**src/rtl/prog_loader.sv**
```systemverilog
// Serial program loader and writable program memory for the 4-bit CPU.
// Receives a framed image over UART (8N1, LSB first): header byte HDR,
// DEPTH data bytes, then an 8-bit wrap-around checksum of the data bytes.
// A verified image is copied from a shadow buffer into program memory in
// a single cycle, and the CPU is then released from reset.
//
// Ports:
//   CLK        system clock
//   RST        asynchronous active-high reset
//   rx         UART serial input (idle high, asynchronous to CLK)
//   addr       program address from the CPU PC
//   prog_data  program word at addr (combinational read)
//   cpu_rst    reset request to the CPU (OR externally with RST)
//   loading    high while a frame is in progress
//   load_done  one-cycle pulse on the cycle a verified image is committed
//   csum_err   sticky: last frame failed its checksum
//   frame_err  sticky: last frame was aborted by a bad stop bit
module prog_loader #(
  parameter int unsigned CLK_DIV = 434,
  parameter int unsigned DEPTH   = 16,
  parameter int unsigned ADDR_W  = 4,
  parameter int unsigned PROG_W  = 8,
  parameter logic [7:0]  HDR     = 8'hA5
) (
  input  logic              CLK,
  input  logic              RST,
  input  logic              rx,
  input  logic [ADDR_W-1:0] addr,
  output logic [PROG_W-1:0] prog_data,
  output logic              cpu_rst,
  output logic              loading,
  output logic              load_done,
  output logic              csum_err,
  output logic              frame_err
);

  localparam int unsigned CNT_W = (CLK_DIV > 2) ? $clog2(CLK_DIV) : 1;
  localparam logic [CNT_W-1:0]  CNT_FULL = CNT_W'(CLK_DIV - 1);
  localparam logic [CNT_W-1:0]  CNT_HALF = CNT_W'(CLK_DIV / 2 - 1);
  localparam logic [ADDR_W:0]   IDX_LAST = (ADDR_W + 1)'(DEPTH - 1);

  // ---------------------------------------------------------------------
  // Input synchronizer and falling-edge detect
  // ---------------------------------------------------------------------
  logic [1:0] sync;
  logic       rxs;
  logic       rxs_d;
  logic       fall;

  always_ff @(posedge CLK or posedge RST) begin
    if (RST) begin
      sync  <= 2'b11;
      rxs_d <= 1'b1;
    end else begin
      sync  <= {sync[0], rx};
      rxs_d <= sync[1];
    end
  end

  assign rxs  = sync[1];
  assign fall = rxs_d & ~rxs;

  // ---------------------------------------------------------------------
  // UART receiver
  // ---------------------------------------------------------------------
  typedef enum logic [1:0] {R_IDLE, R_START, R_DATA, R_STOP} rx_state_t;

  rx_state_t        r_state, r_next;
  logic [CNT_W-1:0] cnt, cnt_next;
  logic [2:0]       bitcnt, bitcnt_next;
  logic [7:0]       shreg, shreg_next;
  logic             bv_next, fe_next;
  logic             byte_valid;
  logic             rx_ferr;

  always_ff @(posedge CLK or posedge RST) begin
    if (RST) begin
      r_state    <= R_IDLE;
      cnt        <= '0;
      bitcnt     <= '0;
      shreg      <= '0;
      byte_valid <= 1'b0;
      rx_ferr    <= 1'b0;
    end else begin
      r_state    <= r_next;
      cnt        <= cnt_next;
      bitcnt     <= bitcnt_next;
      shreg      <= shreg_next;
      byte_valid <= bv_next;
      rx_ferr    <= fe_next;
    end
  end

  // byte_valid/rx_ferr are registered, so they are seen while the receiver
  // is already back in R_IDLE and able to catch the next start edge.
  always_comb begin
    r_next      = r_state;
    cnt_next    = cnt + 1'b1;
    bitcnt_next = bitcnt;
    shreg_next  = shreg;
    bv_next     = 1'b0;
    fe_next     = 1'b0;
    case (r_state)
      R_IDLE: begin
        cnt_next    = '0;
        bitcnt_next = '0;
        if (fall) r_next = R_START;
      end
      R_START: begin
        if (cnt == CNT_HALF) begin
          cnt_next = '0;
          r_next   = rxs ? R_IDLE : R_DATA;
        end
      end
      R_DATA: begin
        if (cnt == CNT_FULL) begin
          cnt_next    = '0;
          shreg_next  = {rxs, shreg[7:1]};
          bitcnt_next = bitcnt + 1'b1;
          if (bitcnt == 3'd7) r_next = R_STOP;
        end
      end
      R_STOP: begin
        if (cnt == CNT_FULL) begin
          cnt_next = '0;
          r_next   = R_IDLE;
          if (rxs) bv_next = 1'b1;
          else     fe_next = 1'b1;
        end
      end
      default: r_next = R_IDLE;
    endcase
  end

  // ---------------------------------------------------------------------
  // Loader
  // ---------------------------------------------------------------------
  typedef enum logic [1:0] {L_IDLE, L_DATA, L_CSUM} ld_state_t;

  ld_state_t     l_state, l_next;
  logic [ADDR_W:0] idx, idx_next;
  logic [7:0]    sum, sum_next;
  logic          shadow_we;
  logic          commit;
  logic          arm;
  logic          clr_flags;
  logic          set_cerr;
  logic          set_ferr;

  logic [PROG_W-1:0] shadow [DEPTH];
  logic [PROG_W-1:0] mem    [DEPTH];

  always_ff @(posedge CLK or posedge RST) begin
    if (RST) begin
      l_state   <= L_IDLE;
      idx       <= '0;
      sum       <= '0;
      cpu_rst   <= 1'b1;
      csum_err  <= 1'b0;
      frame_err <= 1'b0;
    end else begin
      l_state <= l_next;
      idx     <= idx_next;
      sum     <= sum_next;
      if (arm)         cpu_rst <= 1'b1;
      else if (commit) cpu_rst <= 1'b0;
      if (clr_flags)     csum_err <= 1'b0;
      else if (set_cerr) csum_err <= 1'b1;
      if (clr_flags)     frame_err <= 1'b0;
      else if (set_ferr) frame_err <= 1'b1;
    end
  end

  always_comb begin
    l_next    = l_state;
    idx_next  = idx;
    sum_next  = sum;
    shadow_we = 1'b0;
    commit    = 1'b0;
    arm       = 1'b0;
    clr_flags = 1'b0;
    set_cerr  = 1'b0;
    set_ferr  = 1'b0;
    if (rx_ferr) begin
      set_ferr = 1'b1;
      l_next   = L_IDLE;
    end else if (byte_valid) begin
      case (l_state)
        L_IDLE: begin
          if (shreg == HDR) begin
            l_next    = L_DATA;
            idx_next  = '0;
            sum_next  = '0;
            arm       = 1'b1;
            clr_flags = 1'b1;
          end
        end
        L_DATA: begin
          shadow_we = 1'b1;
          sum_next  = sum + shreg;
          idx_next  = idx + 1'b1;
          if (idx == IDX_LAST) l_next = L_CSUM;
        end
        L_CSUM: begin
          l_next = L_IDLE;
          if (shreg == sum) commit   = 1'b1;
          else              set_cerr = 1'b1;
        end
        default: l_next = L_IDLE;
      endcase
    end
  end

  assign loading   = (l_state != L_IDLE);
  assign load_done = commit;

  always_ff @(posedge CLK) begin
    if (shadow_we) shadow[idx[ADDR_W-1:0]] <= PROG_W'(shreg);
  end

  always_ff @(posedge CLK or posedge RST) begin
    if (RST) begin
      for (int unsigned i = 0; i < DEPTH; i++) mem[i] <= '0;
    end else if (commit) begin
      for (int unsigned i = 0; i < DEPTH; i++) mem[i] <= shadow[i];
    end
  end

  assign prog_data = mem[addr];

endmodule

```
**config.mk**
```make
export PLATFORM = sky130hd
export DESIGN_NAME = prog_loader
export DESIGN_NICKNAME = d
export VERILOG_FILES = /design/src/rtl/prog_loader.sv
export SDC_FILE = /design/constraint.sdc
export NUM_CORES = 1
export LEC_CHECK = 0
export ABC_AREA = 0
export CAP_MARGIN = 15
export CORE_MARGIN = 2
export CORE_UTILIZATION = 45
export CTS_CLUSTER_DIAMETER = 80
export DETAILED_ROUTE_END_ITERATION = 16
export MAX_ROUTING_LAYER = met4
export PLACE_DENSITY = 0.6
export SLEW_MARGIN = 20
export SYNTH_ARGS = -nofsm -noshare
export SYNTH_HDL_FRONTEND = slang
export SYNTH_SLANG_ARGS = --single-unit
export TNS_END_PERCENT = 20
```
**constraint.sdc**
```tcl
create_clock -name CLK -period 7.3 [get_ports CLK]
set_clock_uncertainty 0.05 [all_clocks]
set_input_delay 1.46 -clock CLK [delete_from_list [all_inputs] [get_ports CLK]]
set_output_delay 1.46 -clock CLK [all_outputs]
set_load 0.05 [all_outputs]
```
==> metrics <==
run status=finished, final reports clean; DPL Wire Length=16.9 mm; minimum period implied by the final worst setup slack=5550 ps; leading cell types in the layout, fill and taps excluded=sky130_fd_sc_hd__dfrtp_1, sky130_fd_sc_hd__mux2_2, sky130_fd_sc_hd__edfxtp_1; Peak VDD IR=206 uV; initial drt markers=387; number of buffer cells added on primary ports=19; overall overflow remaining after global route=0; clock sinks=301; Hold Path Class=flip-flop to flip-flop; busiest layer in global routing=met2; f_max=0.180 GHz; layout cells sized above 1=0.337; number of hold-repair buffers added at the cts stage=0; max capacitance violation total=0; Syn Area/Cell=17.3 sq um; routability congestion estimate=0.806; wire length of the first global-routing pass=40.2 mm; number of setup buffers added after CTS=0; Area growth, synth to finish=13.1%; Hold Slack=311 ps; net count after synthesis=716; WP data arrival=4040 ps; P_leak=5.51 nW; I/O pin count=20; Die X=167 um; yosys warns=0; slew at the pin closest to its max-slew limit=1090 ps; Post-synth EDFFs=128; proportion of synthesized chip area in sequential cells=0.684; PostCTS Resize Cnt=0; synthesized cell area=0.0119 sq mm; effective utilization at floorplan=0.459; type of the setup path with the least slack=input port to output port; number of global-route vias before repair=6444; Via density=5.55; Post-Route Setup TNS=0 ps; biggest fanout along the worst timing path=32; fraction of the mapped netlist area in compound gates=0.0225; post-synthesis mux area share=0.206; DR WL/cell=23.8 um; proportion of register bits with asynchronous set or reset after synthesis=0.575; gate count of the mapped netlist=691; worst endpoint required time=5790 ps; headroom to the max-slew limit=0.271; global-route met3 utilization=0.0342; largest net degree at the start of global routing=69; Final nets=747; clock tree from TritonCTS=done; initial antenna violation count=3; Worst setup EP type=output port; Clock Path Buffers=3; number of instances in the placed design=1024; share of the cycle needed by the critical path after routing=0.760; global routing met1 resource utilization=0.248; type of origin of the critical path=input port; global-route track usage on met2=0.334; total core area=0.0261 sq mm; total via count in the routed design=6018; total DRC errors in the routed layout=0; number of setup violations in the final report=0; share of the synthesized netlist area taken by xor and xnor gates=0.00995; post-synthesis register bit count=301; Slew Viols, Final=0; Distinct cells, synth=45; simple-gate share of the synthesized area=0.0418; most common cell after layout, fill and taps aside=sky130_fd_sc_hd__dfrtp_1; GRT Overall Usage=0.198; root buf cell=sky130_fd_sc_hd__clkbuf_16; Final Routed Wirelength=25.8 mm; iteration count of the initial detailed-routing pass=4; clock transition at the register clock pins on the worst setup and hold paths after CTS=60 ps; site row count=59; dominant combinational cell family by area after synthesis=multiplexers; later-pin clock latency in the skew report=550 ps; PwrDens=251 mW/mm^2; TritonCTS Buffers=31; post-route antenna net violation count=0; die footprint=0.0279 sq mm; unrepaired setup endpoints after global routing=no; H-tree levels=1; main flop type after synthesis=sky130_fd_sc_hd__dfrtp_1; vertical die dimension=167 um; Final Instance Count excl. Fillers=1085; final count of hold timing violations=0; adder and majority cell fraction of the synthesized area=0.0195
-- registers in the layout, indices dropped and copies added (netlist names), named ones only --
name	count
shadow	128
mem	128
sum	8
sync	2
rx_ferr	1
cpu_rst	1
rxs_d	1
cnt	9
bitcnt	3
frame_err	1
shreg	8
l_state	2
idx	5
byte_valid	1
r_state	1
csum_err	1
-- through the flow --
step,power (mW),util,area (sq um),setup slack (ps)
final,3.39,0.518,13500,1750
after global routing,3.52,0.518,13500,1590
after CTS,3.43,0.518,13500,1710
after detailed placement,1.93,0.480,12500,1700
after global placement,1.92,0.480,12500,1740
after floorplan,1.90,-,11900,1110
-- path summary, 6_finish.rpt --
path | end | cells after the start | startpoint | slack (ps)
hold / removal | sync[1] | 0 | sync[0] | 310
hold reg to reg | sync[1] | 0 | sync[0] | 310
setup / recovery | prog_data[7] | 4 | addr[0] | 1750
setup reg to reg | mem[90] | 7 | shreg[5] | 3640
max in group asynchronous | mem[67] | 3 | RST | 4600
min in group asynchronous | sum[6] | 2 | RST | 1280
-- cell usage after synthesis (all sizes together) (2+ instances only) --
| library cell | n | area [sq um] |
|---|---|---|
| a21o | 2 | 15.0 |
| a21oi | 8 | 40.0 |
| a22o | 11 | 96.3 |
| buf | 23 | 111 |
| clkbuf | 8 | 30.0 |
| dfrtp | 169 | 4230 |
| dfstp | 4 | 105 |
| edfxtp | 128 | 3840 |
| ha | 17 | 213 |
| inv | 12 | 45.0 |
| mux2 | 138 | 1550 |
| mux4 | 40 | 901 |
| nand2 | 18 | 67.6 |
| nand2b | 5 | 31.3 |
| nand3 | 6 | 30.0 |
| nand3b | 2 | 15.0 |
| nand4bb | 2 | 22.5 |
| nor2 | 41 | 154 |
| nor2b | 4 | 25.0 |
| nor3 | 11 | 55.1 |
| nor4 | 2 | 18.8 |
| o21ai | 7 | 35.0 |
| o22ai | 2 | 12.5 |
| or3 | 4 | 25.0 |
| xnor2 | 8 | 70.1 |
| xor2 | 3 | 26.3 |
-- power breakdown --
part,switching [mW],internal [mW]
clock,0.633,0.869
sequential,0.0220,1.78
combinational,0.0556,0.0370
-- worst max-delay path, stage by stage --
cell,delay [ps]
sky130_fd_sc_hd__buf_2,690
sky130_fd_sc_hd__mux4_2,610
sky130_fd_sc_hd__mux4_2,510
sky130_fd_sc_hd__clkdlybuf4s50_1,740
-- metal layers --
layer	wire length, um	up-vias
li1	-	2668
met1	10800	3186
met2	13400	121
met3	1040	43
met4	530	0
met5	0	-
-- cell type report --
cell class                      count  area (sq um)
Inverter                           12          50.0
Clock buffer                       45           878
Timing Repair Buffer               29           255
Fill cell                        2116         12500
Multi-Input combinational cell    347          3620
Clock inverter                     13           101
Antenna cell                        3          7.51
Tap cell                          335           419
Sequential cell                   301          8180
-- kinds of logic (layout without fill, tap and decap cells) --
family          count (synthesis)  after routing
flops                         301            301
simple gates                  100            100
buf+inv                        43             99
fa+ha+maj                      18             18
mux                           179            179
other cells                     0              3
compound gates                 38             38
xor+xnor                       12             12
(Power assumes the default switching activity.)
